<file path="src/rtl/phy_pkg.sv">
// Line-coding constants and receive-state encoding shared by both ends of the PHY serial link.
package phy_pkg;

    localparam int BYTE_W     = 8;
    localparam int WORD_BYTES = 4;
    localparam int WORD_W     = BYTE_W * WORD_BYTES;
    localparam int SYNC_COUNT = 4;

    localparam logic [BYTE_W-1:0] COMMA = 8'hBC;
    localparam logic [BYTE_W-1:0] IDLE  = 8'h7C;

    localparam int BIT_CNT_W = $clog2(BYTE_W);
    localparam int IDX_W     = $clog2(WORD_BYTES);
    localparam int CNT_W     = $clog2(SYNC_COUNT + 1);

    typedef enum logic [1:0] {
        HUNT   = 2'd0,
        SYNC   = 2'd1,
        ACTIVE = 2'd2
    } rx_state_t;

    // Line characters that never carry payload.
    function automatic logic is_control(input logic [BYTE_W-1:0] b);
        return (b == COMMA) || (b == IDLE);
    endfunction

endpackage

</file>
<file path="src/rtl/phy_rx_deserializer_if.sv">
// Lane-side bundle of the RX deserializer: serial bit in, reassembled words and status out.
interface phy_rx_deserializer_if;
    import phy_pkg::*;

    // valid_out is a one-cycle strobe with no backpressure: data_out is meaningful
    // in the cycle valid_out is high and holds until the next word replaces it.
    logic              serial_in;
    logic [WORD_W-1:0] data_out;
    logic              valid_out;
    logic              active;
    logic              err;
    rx_state_t         state;

    modport master (
        input  serial_in,
        output data_out,
        output valid_out,
        output active,
        output err,
        output state
    );

    modport slave (
        output serial_in,
        input  data_out,
        input  valid_out,
        input  active,
        input  err,
        input  state
    );

endinterface

</file>
<file path="src/rtl/phy_rx_byte_align.sv">
// Serial-to-parallel shifter with a byte-phase counter; the byte and comma match are
// presented on the incoming bit so the owner can act on the edge that completes a byte.
module phy_rx_byte_align
    import phy_pkg::*;
(
    input  logic              clk,
    input  logic              rst,
    input  logic              serial_in,
    input  logic              realign,
    output logic [BYTE_W-1:0] byte_data,
    output logic              byte_stb,
    output logic              comma_hit
);

    logic [BYTE_W-1:0]    sr;
    logic [BIT_CNT_W-1:0] bit_cnt;

    assign byte_data = {sr[BYTE_W-2:0], serial_in};
    assign byte_stb  = (bit_cnt == BIT_CNT_W'(BYTE_W - 1));
    assign comma_hit = (byte_data == COMMA);

    // realign makes the comma just seen the byte boundary; the next byte completes 8 edges later.
    always_ff @(posedge clk or posedge rst) begin
        if (rst) begin
            sr      <= '0;
            bit_cnt <= '0;
        end else begin
            sr      <= byte_data;
            bit_cnt <= realign ? '0 : bit_cnt + 1'b1;
        end
    end

endmodule

</file>
<file path="src/rtl/phy_rx_deserializer.sv">
// Per-lane receiver: locks byte alignment on repeated commas, then packs data
// bytes into words, dropping IDLE/COMMA fillers and flagging torn words.
module phy_rx_deserializer
    import phy_pkg::*;
(
    input  logic                  clk_32f,
    input  logic                  reset,
    phy_rx_deserializer_if.master rx
);

    logic [BYTE_W-1:0] byte_data;
    logic              byte_stb;
    logic              comma_hit;
    logic              realign;

    rx_state_t         state_q, state_d;
    logic [CNT_W-1:0]  comma_cnt_q, comma_cnt_d;
    logic [IDX_W-1:0]  byte_idx_q, byte_idx_d;
    logic [WORD_BYTES-1:0][BYTE_W-1:0] slots_q, slots_d;
    logic [WORD_W-1:0] data_q, data_d;
    logic              valid_q, valid_d;
    logic              err_q, err_d;

    phy_rx_byte_align u_align (
        .clk       (clk_32f),
        .rst       (reset),
        .serial_in (rx.serial_in),
        .realign   (realign),
        .byte_data (byte_data),
        .byte_stb  (byte_stb),
        .comma_hit (comma_hit)
    );

    always_ff @(posedge clk_32f or posedge reset) begin
        if (reset) begin
            state_q     <= HUNT;
            comma_cnt_q <= '0;
            byte_idx_q  <= '0;
            slots_q     <= '0;
            data_q      <= '0;
            valid_q     <= 1'b0;
            err_q       <= 1'b0;
        end else begin
            state_q     <= state_d;
            comma_cnt_q <= comma_cnt_d;
            byte_idx_q  <= byte_idx_d;
            slots_q     <= slots_d;
            data_q      <= data_d;
            valid_q     <= valid_d;
            err_q       <= err_d;
        end
    end

    always_comb begin
        state_d     = state_q;
        comma_cnt_d = comma_cnt_q;
        byte_idx_d  = byte_idx_q;
        slots_d     = slots_q;
        data_d      = data_q;
        valid_d     = 1'b0;
        err_d       = 1'b0;
        realign     = 1'b0;

        case (state_q)
            HUNT: begin
                if (comma_hit) begin
                    realign     = 1'b1;
                    comma_cnt_d = CNT_W'(1);
                    state_d     = (SYNC_COUNT == 1) ? ACTIVE : SYNC;
                end
            end

            // Only commas landing on the current boundary count toward lock.
            SYNC: begin
                if (byte_stb) begin
                    if (byte_data == COMMA) begin
                        comma_cnt_d = comma_cnt_q + 1'b1;
                        if (comma_cnt_q == CNT_W'(SYNC_COUNT - 1)) begin
                            state_d = ACTIVE;
                        end
                    end else begin
                        comma_cnt_d = '0;
                        state_d     = HUNT;
                    end
                end
            end

            ACTIVE: begin
                if (byte_stb) begin
                    if (is_control(byte_data)) begin
                        err_d      = (byte_idx_q != '0);
                        byte_idx_d = '0;
                    end else begin
                        // Slot 0 of the lane lands in the top byte of the word.
                        slots_d[IDX_W'(WORD_BYTES - 1) - byte_idx_q] = byte_data;
                        byte_idx_d = byte_idx_q + 1'b1;
                        if (byte_idx_q == IDX_W'(WORD_BYTES - 1)) begin
                            data_d     = slots_d;
                            valid_d    = 1'b1;
                            byte_idx_d = '0;
                        end
                    end
                end
            end

            default: state_d = HUNT;
        endcase
    end

    assign rx.data_out  = data_q;
    assign rx.valid_out = valid_q;
    assign rx.err       = err_q;
    assign rx.active    = (state_q == ACTIVE);
    assign rx.state     = state_q;

endmodule

</file>
<file path="src/flat_wrapper.sv">
// flat-port wrapper written by rule: the top's interface ports become plain ports
module phy_rx_deserializer_flat import phy_pkg::*;
  (clk_32f, reset, rx_serial_in, rx_data_out, rx_valid_out, rx_active, rx_err, rx_state);
  phy_rx_deserializer_if rx_i ();
  input  logic clk_32f;
  input  logic reset;
  input wire logic [$bits(rx_i.serial_in)-1:0] rx_serial_in;
  output wire logic [$bits(rx_i.data_out)-1:0] rx_data_out;
  output wire logic [$bits(rx_i.valid_out)-1:0] rx_valid_out;
  output wire logic [$bits(rx_i.active)-1:0] rx_active;
  output wire logic [$bits(rx_i.err)-1:0] rx_err;
  output wire logic [$bits(rx_i.state)-1:0] rx_state;
  assign rx_i.serial_in = rx_serial_in;
  assign rx_data_out = rx_i.data_out;
  assign rx_valid_out = rx_i.valid_out;
  assign rx_active = rx_i.active;
  assign rx_err = rx_i.err;
  assign rx_state = rx_i.state;
  phy_rx_deserializer u_core (.clk_32f(clk_32f), .reset(reset), .rx(rx_i));
endmodule
</file>
<file path="config.mk">
export PLATFORM = sky130hd
export DESIGN_NAME = phy_rx_deserializer_flat
export DESIGN_NICKNAME = d
export VERILOG_FILES = /design/src/rtl/phy_pkg.sv /design/src/rtl/phy_rx_deserializer_if.sv /design/src/rtl/phy_rx_byte_align.sv /design/src/rtl/phy_rx_deserializer.sv /design/src/flat_wrapper.sv
export SDC_FILE = /design/constraint.sdc
export NUM_CORES = 1
export LEC_CHECK = 0
export CORE_UTILIZATION = 53
export CTS_BUF_LIST = sky130_fd_sc_hd__clkbuf_4
export DETAILED_ROUTE_END_ITERATION = 10
export GPL_ROUTABILITY_DRIVEN = 0
export GPL_TIMING_DRIVEN = 0
export PLACE_DENSITY_LB_ADDON = 0.12
export SYNTH_ARGS = -nofsm -noshare
export SYNTH_HDL_FRONTEND = slang
export SYNTH_HIERARCHICAL = 1
export SYNTH_SLANG_ARGS = --single-unit
</file>
<file path="constraint.sdc">
create_clock -name clk_32f -period 2.2 [get_ports clk_32f]
set_input_delay 0.22 -clock clk_32f [delete_from_list [all_inputs] [get_ports clk_32f]]
set_output_delay 0.22 -clock clk_32f [all_outputs]
set_load 0.005 [all_outputs]
</file>
==> flow_summary_export.csv <==
group,metric,value,unit
cells_and_area,num_antenna_cells,0,
logic_synthesis,synth-edff-count,0,
timing,period_needed,2140,ps
logic_synthesis,yosysWarnings,6,
clocking,cts_tree,"built",
power,power.density,619,nW/um^2
setup_path,crit_arrival,2440,ps
global_route,grt_pass1_wl,13100,um
placement,dpl.hpwl,5510,um
timing,finalCritPeriodShare,97.1,%
cells_and_area,final_cell_mix,"83 x dfrtp_1, 58 x mux2_2, 39 x clkdlybuf4s50_1",
timing,worst_pin_slew,679,ps
setup_path,cp_top_family,"flip-flops",
logic_synthesis,synthDistinctLibCells,40,
setup_path,max_stage_delay,620,ps
logic_synthesis,synth_area,3960,um^2
power,clkPwrFrac,37.7,%
timing,maxSlewViolCount,0,
logic_synthesis,synthArstFlopShare,100,%
floorplan,floorplan.rows,31,
detailed_routing,dr.pass1.iters,4,
power,netSwitchingPower,0.713,mW
setup_path,crit_required,2510,ps
floorplan,core-area,7250,um^2
global_route,grt_max_degree,45,
cells_and_area,multi_input_area,1770,um^2
clocking,cts.path.max_buffers,2,
timing,setup_viol,0,
logic_synthesis,seq_area_frac_synth,52.4,%
cells_and_area,final_area,4760,um^2
detailed_routing,drt.antenna.violating_nets,0,
setup_path,cp-end-kind,"flip-flop",
clocking,clk_pin_slew,140,ps
placement,dpl_cell_area,4510,um^2
power,comb_power_share,7.8,%
placement,place_inst,431,
logic_synthesis,ys_seq_elements,83,
detailed_routing,vias_per_cell,5.78,
setup_path,crit_chain,"and4bb_1 -> buf_2 -> a311oi_4 -> buf_4 -> buf_6 -> mux2_1",
global_route,grt_use_total,22.7,%
logic_synthesis,synth_top_area_cell,"dfrtp_1",
global_route,grt_overflow,0,
power,p_int,2.23,mW
global_route,grt_pass1_vias,2583,
logic_synthesis,avgSynthCellArea,13.6,um^2
detailed_routing,drt-total-wl,8340,um
timing,fin_ws,64.4,ps
floorplan,die_x,88.5,um
global_route,antenna_found_initial,0,
power,switching_share,24.2,%
logic_synthesis,synth_nets,303,
detailed_routing,wire_per_inst,18.4,um
cells_and_area,seqCellArea,2080,um^2
clocking,clk_latency,420,ps
logic_synthesis,synth_top_flop_cell,"dfrtp_1",
setup_path,cp_num_buf_inv,3,
timing,max_slew_margin,54.7,%
power,vdd_drop_max,0.448,mV
cells_and_area,area_growth,20.2,%
cells_and_area,fin_nets,360,
placement,pre_cts_ws,-254,ps
clocking,cts_made_buffers,9,
setup_path,worstSetupPathType,"flip-flop to flip-flop",
timing,finClkSkew,12.9,ps
clocking,cts-hold-fix-buffers,0,
timing,final-hold-violation-count,0,
setup_path,critPathMaxFanout,12,
floorplan,die_area,7830,um^2
timing,fmax,468,MHz
power,p_leak,2.17,nW
clocking,root_buffer,"clkbuf_4",
job,max_cap_viol_count,0,
outcome,status,"completed",
logic_synthesis,yosys-top-cells-area,"dfrtp_1 52%, mux2_2 16%, mux2_1 8.5%, a211oi_1 3.0%, ha_1 2.5%",
min_path,hold_class,"input pin to asynchronous set/reset pin",
power,power_frac_seq,54.5,%
floorplan,fp.dieH,88.5,um
floorplan,initial_core_util,54.6,%
clocking,htreeDepth,3,
logic_synthesis,netlist_instances,292,
logic_synthesis,yosysTopAreaCellShare,52.4,%
detailed_routing,via_count,2619,
placement,io_buffers,39,
cells_and_area,fin_cells,453,
cells_and_area,final_common_cell,"dfrtp_1",
setup_path,worst_setup_path_start_kind,"flip-flop",
detailed_routing,post-route-drc-count,0,
cells_and_area,drive_gt1_share,28.8,%
detailed_routing,drt_iter0_drc,119,
clocking,cts_sinks,83,
cells_and_area,nFillCells,576,
setup_path,slowest_stage,"dfrtp_1",
power,power.total,2.95,mW
floorplan,io_pins,40,
-- repair_timing --
item / 4_1_cts / 5_1_grt
setup endpoints to repair: 12 / 51
resized for setup: 2 / 4
pin swaps: 1 / 3
buffers inserted: 0 / 6
gates cloned: 0 / 0
-- per-stage QoR --
stage / hold WS [ps] / utilization (%) / setup TNS, ps
finish: 133 / 65.7 / 0
global route: 168 / 65.7 / -34.4
CTS: 119 / 64.9 / 0
detailed placement: 379 / 62.1 / -7990
global placement: 370 / 61.7 / -93530
floorplan: 60.2 / - / 0
-- kinds of logic (layout without fill, tap and decap cells) --
kind of cell	after synthesis	in the layout	synth area share [%]
AO/OA/AOI/OAI	47	47	9.50
XOR/XNOR	1	1	0.411
adder cells (fa/ha/maj)	8	8	2.53
buffers and inverters	29	91	3.66
flip-flops	83	83	52.4
multiplexers	89	89	25.3
AND/OR/NAND/NOR	35	35	6.22
-- final cells by class --
type,count,share of cell area (%)
Buffer,22,2.52
Clock buffer,9,1.42
Clock inverter,7,2.44
Inverter,7,0.604
Multi-Input combinational cell,180,37.1
Sequential cell,83,43.6
Tap cell,99,2.60
Timing Repair Buffer,46,9.72
-- path summary, 6_finish.rpt --
path,from,to,slack [ps],depth (start not counted)
setup / recovery,u_core/u_align/sr[0]$_DFF_PP0_,u_core/rx.data_out[18]$_DFFE_PP0P_,60,6
hold / removal,reset,u_core/u_align/sr[0]$_DFF_PP0_,130,2
min in group clk_32f,rx_serial_in,u_core/u_align/sr[0]$_DFF_PP0_,300,1
hold reg to reg,u_core/u_align/sr[5]$_DFF_PP0_,u_core/u_align/sr[6]$_DFF_PP0_,400,0
max in group asynchronous,reset,u_core/slots_q[1]$_DFFE_PP0P_,1490,3
setup reg to reg,u_core/u_align/sr[0]$_DFF_PP0_,u_core/rx.data_out[18]$_DFFE_PP0P_,60,6
-- cell usage after synthesis, types with 2 or more instances --
cell type	instances
a211oi_1	16
a21oi_1	9
a22o_1	2
a31oi_2	4
and4b_1	4
buf_2	6
buf_6	3
clkbuf_1	9
clkbuf_2	2
dfrtp_1	83
ha_1	8
inv_1	7
mux2_1	30
mux2_2	58
nand2_1	5
nand3_1	3
nand3b_1	2
nand4b_1	5
nor2b_1	5
nor3_1	2
o21ai_0	2
o31ai_1	2
o32ai_1	8
-- routing by layer --
| layer | track usage (%) | part of all wire, % | vias up |
|---|---|---|---|
| met2 | 35.5 | 48 | 73 |
| met4 | 9.82 | 1.8 | 0 |
| li1 | - | - | 1199 |
| met5 | 0 | 0 | - |
| met1 | 31.7 | 46 | 1328 |
| met3 | 3.45 | 3.9 | 19 |
-- power by group through the flow --
stage	logic (mW)	clock network, mW	registers [mW]
after floorplan	0.162	0	1.62
after global placement	0.214	0	1.63
after detailed placement	0.227	0	1.64
after CTS	0.231	1.14	1.61
after global routing	0.261	1.20	1.61
final	0.231	1.11	1.61
-- state kept, by name, indices dropped and copies added (netlist names) --
signal	flops
u_core/rx.data_out	32
u_core/u_align/bit_cnt	3
u_core/slots_q	32
u_core/byte_idx_q	2
u_core/rx.state	2
u_core/rx.valid_out	1
u_core/rx.err	1
u_core/comma_cnt_q	3
u_core/u_align/sr	7
(Power assumes the default switching activity.)
